$ cat src/rtl/life_array_grid.sv
// ROWS x COLS Conway life grid (B3/S23). The grid is loaded and read as 4x4 tiles over a
// 16-bit port. It supports an optional toroidal wrap, edge I/O for tiling, and generation status flags.
module life_array_grid #(
  parameter int ROWS  = 8,
  parameter int COLS  = 8,
  parameter int GEN_W = 16,
  parameter int SEL_W = ($clog2((ROWS/4)*(COLS/4)) < 1) ? 1 : $clog2((ROWS/4)*(COLS/4))
) (
  input  logic             clk,
  input  logic             reset,
  input  logic [15:0]      vali,
  input  logic [SEL_W-1:0] vali_selector,
  input  logic [SEL_W-1:0] valo_selector,
  input  logic             write_enb,
  input  logic             step,
  input  logic             wrap,
  input  logic [COLS-1:0]  n,
  input  logic [COLS-1:0]  s,
  input  logic [ROWS-1:0]  w,
  input  logic [ROWS-1:0]  e,
  input  logic             nw,
  input  logic             ne,
  input  logic             se,
  input  logic             sw,
  output logic [15:0]      valo,
  output logic [15:0]      valo_prev,
  output logic [COLS-1:0]  n_out,
  output logic [COLS-1:0]  s_out,
  output logic [ROWS-1:0]  w_out,
  output logic [ROWS-1:0]  e_out,
  output logic [GEN_W-1:0] gen_count,
  output logic             stable,
  output logic             oscillating,
  output logic             extinct
);

  localparam int TILE_ROWS = ROWS / 4;
  localparam int NT        = TILE_ROWS * (COLS / 4);

  logic [ROWS-1:0][COLS-1:0] cur, prev, nxt, wr_cur, wr_prev;
  logic [ROWS+1:0][COLS+1:0] ext;
  logic [15:0]               tile_cur  [NT];
  logic [15:0]               tile_prev [NT];

  // Grid padded by one cell on every side; the ring comes from the opposite edge or the inputs.
  always_comb begin
    ext = '0;
    for (int r = 0; r < ROWS; r++) begin
      for (int c = 0; c < COLS; c++) begin
        ext[r+1][c+1] = cur[r][c];
      end
    end
    if (wrap) begin
      for (int c = 0; c < COLS; c++) begin
        ext[0][c+1]      = cur[ROWS-1][c];
        ext[ROWS+1][c+1] = cur[0][c];
      end
      for (int r = 0; r < ROWS; r++) begin
        ext[r+1][0]      = cur[r][COLS-1];
        ext[r+1][COLS+1] = cur[r][0];
      end
      ext[0][0]           = cur[ROWS-1][COLS-1];
      ext[0][COLS+1]      = cur[ROWS-1][0];
      ext[ROWS+1][0]      = cur[0][COLS-1];
      ext[ROWS+1][COLS+1] = cur[0][0];
    end else begin
      for (int c = 0; c < COLS; c++) begin
        ext[0][c+1]      = n[c];
        ext[ROWS+1][c+1] = s[c];
      end
      for (int r = 0; r < ROWS; r++) begin
        ext[r+1][0]      = w[r];
        ext[r+1][COLS+1] = e[r];
      end
      ext[0][0]           = nw;
      ext[0][COLS+1]      = ne;
      ext[ROWS+1][0]      = sw;
      ext[ROWS+1][COLS+1] = se;
    end
  end

  for (genvar r = 0; r < ROWS; r++) begin : g_row
    for (genvar c = 0; c < COLS; c++) begin : g_col
      // Tile number and bit position of this cell within its tile.
      localparam int T = (c / 4) * TILE_ROWS + r / 4;
      localparam int B = (c % 4) * 4 + r % 4;
      logic [3:0] cnt;
      logic       hit;
      assign cnt = 4'(ext[r][c])   + 4'(ext[r][c+1])   + 4'(ext[r][c+2]) +
                   4'(ext[r+1][c])                     + 4'(ext[r+1][c+2]) +
                   4'(ext[r+2][c]) + 4'(ext[r+2][c+1]) + 4'(ext[r+2][c+2]);
      assign nxt[r][c]     = (cnt == 4'd3) || (cur[r][c] && (cnt == 4'd2));
      assign hit           = write_enb && (vali_selector == SEL_W'(T));
      assign wr_cur[r][c]  = hit ? vali[B] : cur[r][c];
      assign wr_prev[r][c] = hit ? vali[B] : prev[r][c];
      assign tile_cur[T][B]  = cur[r][c];
      assign tile_prev[T][B] = prev[r][c];
    end
  end

  always_comb begin
    valo      = '0;
    valo_prev = '0;
    if (int'(valo_selector) < NT) begin
      valo      = tile_cur[valo_selector];
      valo_prev = tile_prev[valo_selector];
    end
  end

  assign n_out = cur[0];
  assign s_out = cur[ROWS-1];

  always_comb begin
    w_out = '0;
    e_out = '0;
    for (int r = 0; r < ROWS; r++) begin
      w_out[r] = cur[r][0];
      e_out[r] = cur[r][COLS-1];
    end
  end

  always_ff @(posedge clk or posedge reset) begin
    if (reset) begin
      cur         <= '0;
      prev        <= '0;
      gen_count   <= '0;
      stable      <= 1'b0;
      oscillating <= 1'b0;
      extinct     <= 1'b1;
    end else if (write_enb) begin
      cur         <= wr_cur;
      prev        <= wr_prev;
      gen_count   <= '0;
      stable      <= 1'b0;
      oscillating <= 1'b0;
      extinct     <= (wr_cur == '0);
    end else if (step) begin
      prev        <= cur;
      cur         <= nxt;
      gen_count   <= gen_count + GEN_W'(1);
      stable      <= (nxt == cur);
      oscillating <= (nxt == prev) && (nxt != cur);
      extinct     <= (nxt == '0);
    end
  end

endmodule

$ cat config.mk
export PLATFORM = sky130hd
export DESIGN_NAME = life_array_grid
export DESIGN_NICKNAME = d
export VERILOG_FILES = /design/src/rtl/life_array_grid.sv
export SDC_FILE = /design/constraint.sdc
export NUM_CORES = 1
export LEC_CHECK = 0
export BUFFER_PORTS_ARGS = -buffer_cell sky130_fd_sc_hd__buf_4
export CAP_MARGIN = 10
export CORE_ASPECT_RATIO = 0.9
export CORE_MARGIN = 2
export CORE_UTILIZATION = 30
export CTS_CLUSTER_SIZE = 24
export DETAILED_ROUTE_END_ITERATION = 10
export SLEW_MARGIN = 30
export SYNTH_ARGS = -nofsm -noshare
export SYNTH_HDL_FRONTEND = slang
export SYNTH_SLANG_ARGS = --single-unit
export TNS_END_PERCENT = 20
$ cat constraint.sdc
create_clock -name clk -period 12.4 [get_ports clk]
set_input_delay 2.48 -clock clk [delete_from_list [all_inputs] [get_ports clk]]
set_output_delay 2.48 -clock clk [all_outputs]
set_load 0.02 [all_outputs]
* Word-level counts from Yosys, hierarchy flattened
Cells that the tools add are included.
Operators by class: $add $sub $neg 449, magnitude comparators 1, equal/unequal tests 138, muxes and demuxes 155, bitwise logic cells 1, reductions and logical operators 141
Operators by type and width (number):
- 4-bit by 1-bit adder with 4-bit output | 256
- 4-bit by 2-bit equality test with 1-bit output, second input constant | 128
- 3-bit by 1-bit adder with 4-bit output | 64
- 64-bit 2-to-1 mux | 4
- 2-bit by 1-bit adder with 3-bit output | 64
- 1-bit 2-to-1 mux | 134
- 1-bit by 1-bit adder with 2-bit output | 64
- 64-bit equality test | 2
- 64-bit logical NOT | 2
- 16-bit 2-to-1 mux | 6
- 1-bit logical AND | 69
- 16-bit binary-select mux with 2-bit select | 2
- 1-bit logical OR | 64
- 64-bit inequality test | 1
- 11-bit 2-to-1 mux | 2
- 16-bit by 1-bit adder with 16-bit output, second input constant | 1
- 2-bit 2-to-1 mux | 7
- 2-bit by 1-bit inequality test with 1-bit output, second input constant | 4
- 2-bit AND reduction | 4
- 2-bit equality test, second input constant | 2
- 3-bit >= comparator, second input constant | 1
- 2-bit NOT with 3-bit output | 1
- 2-bit by 1-bit equality test with 1-bit output, second input constant | 1
- 2-bit logical NOT | 1
- 2-bit nonzero test | 1
Word-level totals: flip-flop bits (word level) 147, output and inout port bits 83, logic and storage cells 913

* Logic depth before layout (Yosys ltp)
Gate-level depths: netlist of run 1.
depth in word-level cells 15, mapped depth 19

* Worst setup path before layout of run 1
OpenSTA, ideal clock, no wires.
kind input port to flip-flop, start in wrap, end reg oscillating, setup time 0.121 ns, arrival 7.606 ns, data required time 12.279 ns, path slack 4.673 ns, stages 16, path buffers 2, cell sequence clkbuf_1 buf_1 mux2i_1 fa_1 fa_1 inv_1 ha_1 fa_1 o211ai_1 o211ai_4 xnor2_1 a211o_1 or4b_1 or4_1 or4_1 a22o_1
Between the ends: cells in the longest elaborated chain, start to end 15, elaborated cells between the ends (all ways) 291, those cells by class add/sub: 165; eq/ne: 58; mux: 11; reduce/logical: 57
RTL lines:
- start: declaration | line 16 | input logic wrap,
- 11-bit 2-to-1 mux or 2-bit 2-to-1 mux (tied branches) | line 53 | if (wrap) begin
- 1-bit by 1-bit adder with 2-bit output | line 89 | assign cnt = 4'(ext[r][c]) + 4'(ext[r][c+1]) + 4'(ext[r][c+2]) +
- 2-bit by 1-bit adder with 3-bit output | line 89
- 3-bit by 1-bit adder with 4-bit output | line 89
- 4-bit by 1-bit adder with 4-bit output (2 in series) | line 90 | 4'(ext[r+1][c]) + 4'(ext[r+1][c+2]) +
- 4-bit by 1-bit adder with 4-bit output (2 in series) | line 91 | 4'(ext[r+2][c]) + 4'(ext[r+2][c+1]) + 4'(ext[r+2][c+2]);
- 4-bit by 2-bit equality test with 1-bit output | line 92 | assign nxt[r][c] = (cnt == 4'd3) || (cur[r][c] && (cnt == 4'd2));
- 1-bit logical AND | line 92
- 1-bit logical OR | line 92
- 64-bit equality test or 64-bit inequality test (tied branches) | line 142 | oscillating <= (nxt == prev) && (nxt != cur);
- 1-bit logical AND (*) | line 142
- 1-bit 2-to-1 mux (*) | line 137 | end else if (step) begin
- 1-bit 2-to-1 mux (*) | line 130 | end else if (write_enb) begin
- end signal: assignment | line 142
- end: declaration | line 33 | output logic oscillating,
Mark *: on every way between the ends. The rest lies on a longest branch, timed or not. The select of a mux whose other input is x is not followed. A chain may end at the register's enable or synchronous reset.

* Final worst setup path of run 1
start in wrap, end reg stable
Between the ends: cells in the longest elaborated chain, start to end 14, elaborated cells between the ends (all ways) 289, those cells by class add/sub: 165; eq/ne: 57; mux: 11; reduce/logical: 56
RTL lines:
- 11-bit 2-to-1 mux or 2-bit 2-to-1 mux (tied branches) | line 53
- 1-bit by 1-bit adder with 2-bit output | line 89
- 2-bit by 1-bit adder with 3-bit output | line 89
- 3-bit by 1-bit adder with 4-bit output | line 89
- 4-bit by 1-bit adder with 4-bit output (2 in series) | line 90
- 4-bit by 1-bit adder with 4-bit output (2 in series) | line 91
- 4-bit by 2-bit equality test with 1-bit output | line 92
- 1-bit logical AND | line 92
- 1-bit logical OR | line 92
- 64-bit equality test (*) | line 141 | stable <= (nxt == cur);
- 1-bit 2-to-1 mux (*) | line 137
- 1-bit 2-to-1 mux (*) | line 130
- end signal: assignment | line 141
- end: declaration | line 32 | output logic stable,
Marked as above.

==> results.json, run 1 <==
{
  "status": "completed",
  "synth_top_family_by_area": "adder cells",
  "cp_common_cell": "fa_1",
  "postCtsSetupRepairBufs": 0,
  "wl_mm": 98.3,
  "drc": 0,
  "min_period_over_period_pct": 63.8,
  "crit_type": "in -> reg",
  "clk_pin_slew_ns": 0.07,
  "period_minus_slack_ns": 7.92,
  "crit_start": "wrap",
  "synthCells": 2376,
  "yosys_warnings": 0,
  "synth-simple-area-share_pct": 14.8,
  "pin_count": 144,
  "final_common_cell": "inv_1",
  "grt_max_degree": 104,
  "via_count": 19800,
  "grt-ovfl-total": 0,
  "cp_top_family": "adder cells",
  "synthFlopType": "dfrtp_1",
  "row_count": 93,
  "setup_viol": 0,
  "clock_path_buffers": 2,
  "numCtsBuffers": 17,
  "finalClockSkew_ns": 0.0138,
  "avgSynthCellArea_um2": 9.17,
  "post_cts_resized": 0,
  "rr_startpoint": "cur[14]$_DFFE_PP0P_",
  "critical_path.cell_chain": "buf_4, mux2i_1, fa_1, fa_1, inv_1, ha_1, fa_1, and3b_1, o211ai_1, xnor2_1, o2111ai_1, nor2_1, or4b_2, or4_1, a21oi_1",
  "cp.required_ns": 12.78,
  "cts_tree": "built",
  "crit_slowest_cell": "mux2i_1",
  "worst-path-max-fanout": 42,
  "fmax_ghz": 0.126,
  "port_buffers": 143,
  "yosysUniqueCellTypes": 83,
  "relSlewSlack_pct": 25.2,
  "startpoint_type": "input port",
  "gp_routability_congestion": 1.10,
  "synth_mux_area_share_pct": 8.17,
  "holdPathStages": 2,
  "nets": 2979,
  "hold_viol_final": 0,
  "rsz0062_at_grt": "no",
  "synth-compound-area-share_pct": 13.2,
  "syn_to_final_growth_pct": 12.9,
  "dr.pass1.iters": 9,
  "worstHoldEndpoint": "prev[28]$_DFFE_PP0P_",
  "hold_path_class": "reg -> reg",
  "async_flop_share_pct": 100,
  "cts.sinks": 147,
  "cts-htree-levels": 4,
  "synth_seq_cells": 147,
  "syn-num-nets": 2886,
  "drv_slew": 0,
  "post_drt_wl_per_cell_um": 28.6,
  "critical_path.max_stage_delay_ns": 0.72,
  "drt_iter0_markers": 2909,
  "end_kind": "flop",
  "core_area_um2": 71700,
  "yosysSeqAreaShare_pct": 16.9,
  "grt_pass1_wl_mm": 139,
  "vias_per_cell": 5.78,
  "insertion_delay_ns": 0.46,
  "ff2ff_path_depth": 15,
  "r2r_slack_ns": 5.91,
  "track_usage_pct": 26.2,
  "dieArea_um2": 74800,
  "worst-path-buf-inv": 2,
  "die_w_um": 288,
  "drive_gt1_share_pct": 12.4,
  "die_h_um": 260,
  "synthXorXnorAreaFrac_pct": 3.34,
  "synth_edf_count": 0,
  "grt_pass1_vias": 18900,
  "arrival_ns": 8.29,
  "holdCritStartpoint": "prev[28]$_DFFE_PP0P_",
  "yosys.area_share.adder_pct": 34.6,
  "ctsHoldBuffers": 0,
  "rr_endpoint": "oscillating$_DFFE_PP0P_",
  "final_cell_mix": "inv_1 (339), fa_1 (256), buf_4 (217)",
  "timing.setup.tns_ns": 0,
  "initial_core_util_pct": 30.4,
  "netlist_area_um2": 21800,
  "cap_violations": 0,
  "antenna_found_initial": 3,
  "worstMarginPinSlew_ns": 1.12,
  "hpwl_mm": 75.9,
  "cts-root-buf": "clkbuf_16",
  "antenna_left": 0
}
[through the flow]
stage               util [%]  setup slack [ns]  area, µm²  hold WS, ns  cells
detailed placement      33.4              4.17      24000        0.527   3399
global placement        33.4              4.12      24000        0.523   3399
floorplan                  -              4.67      21800        0.467   2376
CTS                     34.3              4.63      24600        0.546   3431
global route            34.3              4.41      24600        0.576   3432
finish                  34.3              4.48      24600        0.550   3434
[worst reg2reg max path, cell delays in order, from the launching register on]
cell and delay, ns:
dfrtp_1 0.79, inv_1 0.43, fa_1 0.62, fa_1 0.45
fa_1 0.49, inv_1 0.04, ha_1 0.21, fa_1 0.42
and3b_1 0.20, o211ai_1 0.41, a2bb2oi_1 0.39, nand4_1 0.17
or4b_1 0.51, or4_1 0.55, or4_1 0.51, a22o_1 0.20
[cell type report]
type                            count  area (µm²)
Antenna cell                        2        5.00
Clock buffer                       18         439
Clock inverter                     14         178
Fill cell                        7481       47100
Inverter                          342        1290
Multi-Input combinational cell   1742       16200
Sequential cell                   147        3680
Tap cell                          950        1190
Timing Repair Buffer              219        1650
[state kept, by name (all words and copies together), names as in the netlist]
name,cells
prev,64
cur,36
gen_count,16
n_out,8
s_out,8
e_out,6
w_out,6
extinct,1
oscillating,1
stable,1
[synth_stat cells (all sizes together), types with 15 or more instances]
master	count	share of area (%)
inv	342	5.9
fa	256	24
ha	193	11
nor2	170	2.9
nand2	167	3.0
dfrtp	146	17
a21oi	102	2.4
clkbuf	102	1.8
mux2i	101	4.6
o21ai	87	2.0
o211ai	55	2.0
xnor2	48	1.9
buf	43	1.3
nor3	42	0.97
a31oi	41	1.2
o22ai	37	1.1
nor4	36	1.0
xor2	35	1.4
a211oi	34	1.2
mux4	32	3.3
nand4	28	0.80
nand3b	26	0.90
and3b	24	0.97
o21a	24	0.86
nand3	21	0.48
nor3b	16	0.55
and2	15	0.43
[how the worst max path moves through the flow]
stage               cells after the start                       to  slack, ns
floorplan                              16  oscillating$_DFFE_PP0P_       4.67
global placement                       15       stable$_DFFE_PP0P_       4.12
detailed placement                     15       stable$_DFFE_PP0P_       4.17
CTS                                    15       stable$_DFFE_PP0P_       4.63
global route                           15       stable$_DFFE_PP0P_       4.41
finish                                 15       stable$_DFFE_PP0P_       4.48
[per-layer routing]
layer / up-vias / global-route usage [%] / wire, µm
li1: 8363 / - / -
met2: 1414 / 38.1 / 40800
met3: 318 / 9.29 / 14000
met4: 2 / 12.4 / 5620
met5: - / 0 / 18
met1: 9743 / 34.6 / 37800
[cells by family (layout without fill, tap and decap cells)]
kind of cell	Yosys count	after routing
AND/OR/NAND/NOR	628	628
adder cells (fa/ha/maj)	449	449
XOR/XNOR	83	83
multiplexers	137	137
AO/OA/AOI/OAI	445	445
other	0	2
buffers and inverters	487	593
flip-flops	147	147
Power of run 1 is left out: the tool's default activity adds up to more than one toggle a clock period on the data nets, which glitch-free logic cannot reach.
==> inputs of run 2 (changes only) <==
==> constraint.sdc (replaced) <==
create_clock -name clk -period 6.39 [get_ports clk]
set_input_delay 1.278 -clock clk [delete_from_list [all_inputs] [get_ports clk]]
set_output_delay 1.278 -clock clk [all_outputs]
set_load 0.02 [all_outputs]
==> run 2 against run 1 <==
Against the previous run: sequential share of layout area shrank 0.51 points; global-route usage grew 1.1 points; via count grew 2.6%; register-to-register slack lost 5.4 ns; setup slack lost 4.1 ns; final cell count grew 3.5%; die area is the same; first-iteration DRC count shrank 7.6%; count of clock-buffer cells in the layout is the same; core utilization grew 1.2 points; clock skew grew 0.0040 ns; critical path depth is the same; critical endpoint is now oscillating$_DFFE_PP0P_; highest routed layer unchanged.
==> results.json, run 2 (synthesis results as in run 1) <==
{
  "status": "completed",
  "post-place-cells": 3517,
  "cp.required_ns": 6.74,
  "drv_slew": 0,
  "arrival_ns": 6.39,
  "cts-root-buf": "clkbuf_16",
  "worstMarginPinSlew_ns": 1.00,
  "port_buffers": 143,
  "vias_per_cell": 5.73,
  "critical_path.cell_chain": "buf_4, buf_4, mux2i_1, fa_1, inv_1, fa_1, ha_1, fa_1, nor2b_1, a311oi_1, nand4_1, or4b_1, or4_1, or4_1, a22o_1",
  "hold_ws_ns": 0.541,
  "nets": 3096,
  "dr.pass1.iters": 7,
  "drive_gt1_share_pct": 16.2,
  "fillCellCount": 7433,
  "die_w_um": 288,
  "period_minus_slack_ns": 6.04,
  "final_cell_mix": "inv_1 (339), buf_4 (333), fa_1 (256)",
  "cts-htree-levels": 4,
  "grt_pass1_wl_mm": 144,
  "cts_tree": "built",
  "via_count": 20400,
  "drt_iter0_markers": 2688,
  "drc": 0,
  "grt-ovfl-total": 0,
  "numCtsBuffers": 17,
  "worst-path-max-fanout": 16,
  "rr_endpoint": "oscillating$_DFFE_PP0P_",
  "post_cts_resized": 0,
  "core_area_um2": 71700,
  "pin_count": 144,
  "track_usage_pct": 27.3,
  "row_count": 93,
  "antenna_found_initial": 9,
  "final_common_cell": "inv_1",
  "cap_violations": 0,
  "rr_startpoint": "s_out[6]$_DFFE_PP0P_",
  "r2r_slack_ns": 0.49,
  "dieArea_um2": 74800,
  "critical_path.max_stage_delay_ns": 0.57,
  "fmax_ghz": 0.166,
  "wl_mm": 102,
  "antenna_left": 0,
  "path_depth": 15,
  "cts.sinks": 147,
  "grt_max_degree": 71,
  "top_regs": "prev: 64 flops, cur: 36 flops, gen_count: 16 flops",
  "min_period_over_period_pct": 94.5,
  "setup_viol": 0,
  "hold_path_class": "reg -> reg",
  "hold_viol_final": 0,
  "ctsHoldBuffers": 0,
  "crit_end": "oscillating$_DFFE_PP0P_",
  "grt_pass1_vias": 19500,
  "top_register": "prev",
  "postCtsSetupRepairBufs": 0,
  "holdCritStartpoint": "prev[12]$_DFFE_PP0P_",
  "initial_core_util_pct": 30.4,
  "die_h_um": 260,
  "largest_reg_flops": 64,
  "final_cells": 3554,
  "hpwl_mm": 81.0,
  "cp_top_family": "simple AND/OR/NAND/NOR gates",
  "clk_pin_slew_ns": 0.07,
  "crit_slowest_cell": "or4_1",
  "fin_util_pct": 35.5,
  "gp_routability_congestion": 1.08,
  "relSlewSlack_pct": 33.0,
  "worst_slack_ns": 0.352,
  "worst-path-buf-inv": 3,
  "crit_type": "in -> reg",
  "clock_path_buffers": 2,
  "ff2ff_path_depth": 14,
  "syn_to_final_growth_pct": 16.9,
  "dp_slack_ns": -0.0489,
  "multi_input_area_um2": 16200,
  "register_area_um2": 3680,
  "end_kind": "flop",
  "rsz0062_at_grt": "no",
  "cp_common_cell": "fa_1",
  "finalClockSkew_ns": 0.0178,
  "startpoint_type": "input port",
  "insertion_delay_ns": 0.46,
  "post_drt_wl_per_cell_um": 28.7,
  "crit_start": "wrap"
}
run 2: worst min-delay path by stage:
stage | to | slack, ns | cells past startpoint
global placement | prev[33]$_DFFE_PP0P_ | 0.51 | 2
CTS | prev[12]$_DFFE_PP0P_ | 0.54 | 2
detailed placement | prev[31]$_DFFE_PP0P_ | 0.52 | 2
floorplan | prev[12]$_DFFE_PP0P_ | 0.47 | 2
finish | prev[12]$_DFFE_PP0P_ | 0.54 | 2
global route | prev[12]$_DFFE_PP0P_ | 0.56 | 2
run 2: layout make-up:
type | instances | share of cell area (%)
clock inverters | 12 | 0.614
inverters | 342 | 5.06
clock buffers | 18 | 1.69
multi-input cells | 1742 | 63.5
well taps | 950 | 4.67
repair buffers | 336 | 9.98
diodes | 7 | 0.0688
flip-flops and latches | 147 | 14.5
run 2: layer usage:
layer | vias to the layer above | part of all wire (%) | wire (µm) | track usage, %
met5 | - | 0.16 | 162 | 0
met4 | 14 | 6.4 | 6480 | 13.6
met3 | 380 | 14 | 14200 | 11.0
met2 | 1377 | 41 | 41600 | 39.0
met1 | 10000 | 39 | 39400 | 35.6
li1 | 8572 | - | - | -
run 2: worst reg2reg max path, cell delays in order (launching register included):
cell and delay, ns:
dfrtp_1 0.64, inv_1 0.29, fa_1 0.57, fa_1 0.55
inv_1 0.05, fa_1 0.45, ha_1 0.22, fa_1 0.47
nor2b_1 0.17, a311oi_1 0.41, nand4_1 0.16, or4b_1 0.56
or4_1 0.57, or4_1 0.49, a22o_1 0.19
run 2: metrics by stage:
| stage | TNS (ns) | area [µm²] |
|---|---|---|
| 2_1_floorplan | 0 | 21800 |
| 4_1_cts | 0 | 25400 |
| 5_1_grt | 0 | 25400 |
| 3_5_place_dp | -0.0489 | 24900 |
| 3_3_place_gp | 0 | 24800 |
| 6_report | 0 | 25500 |
Power of run 2 is left out for the same reason.
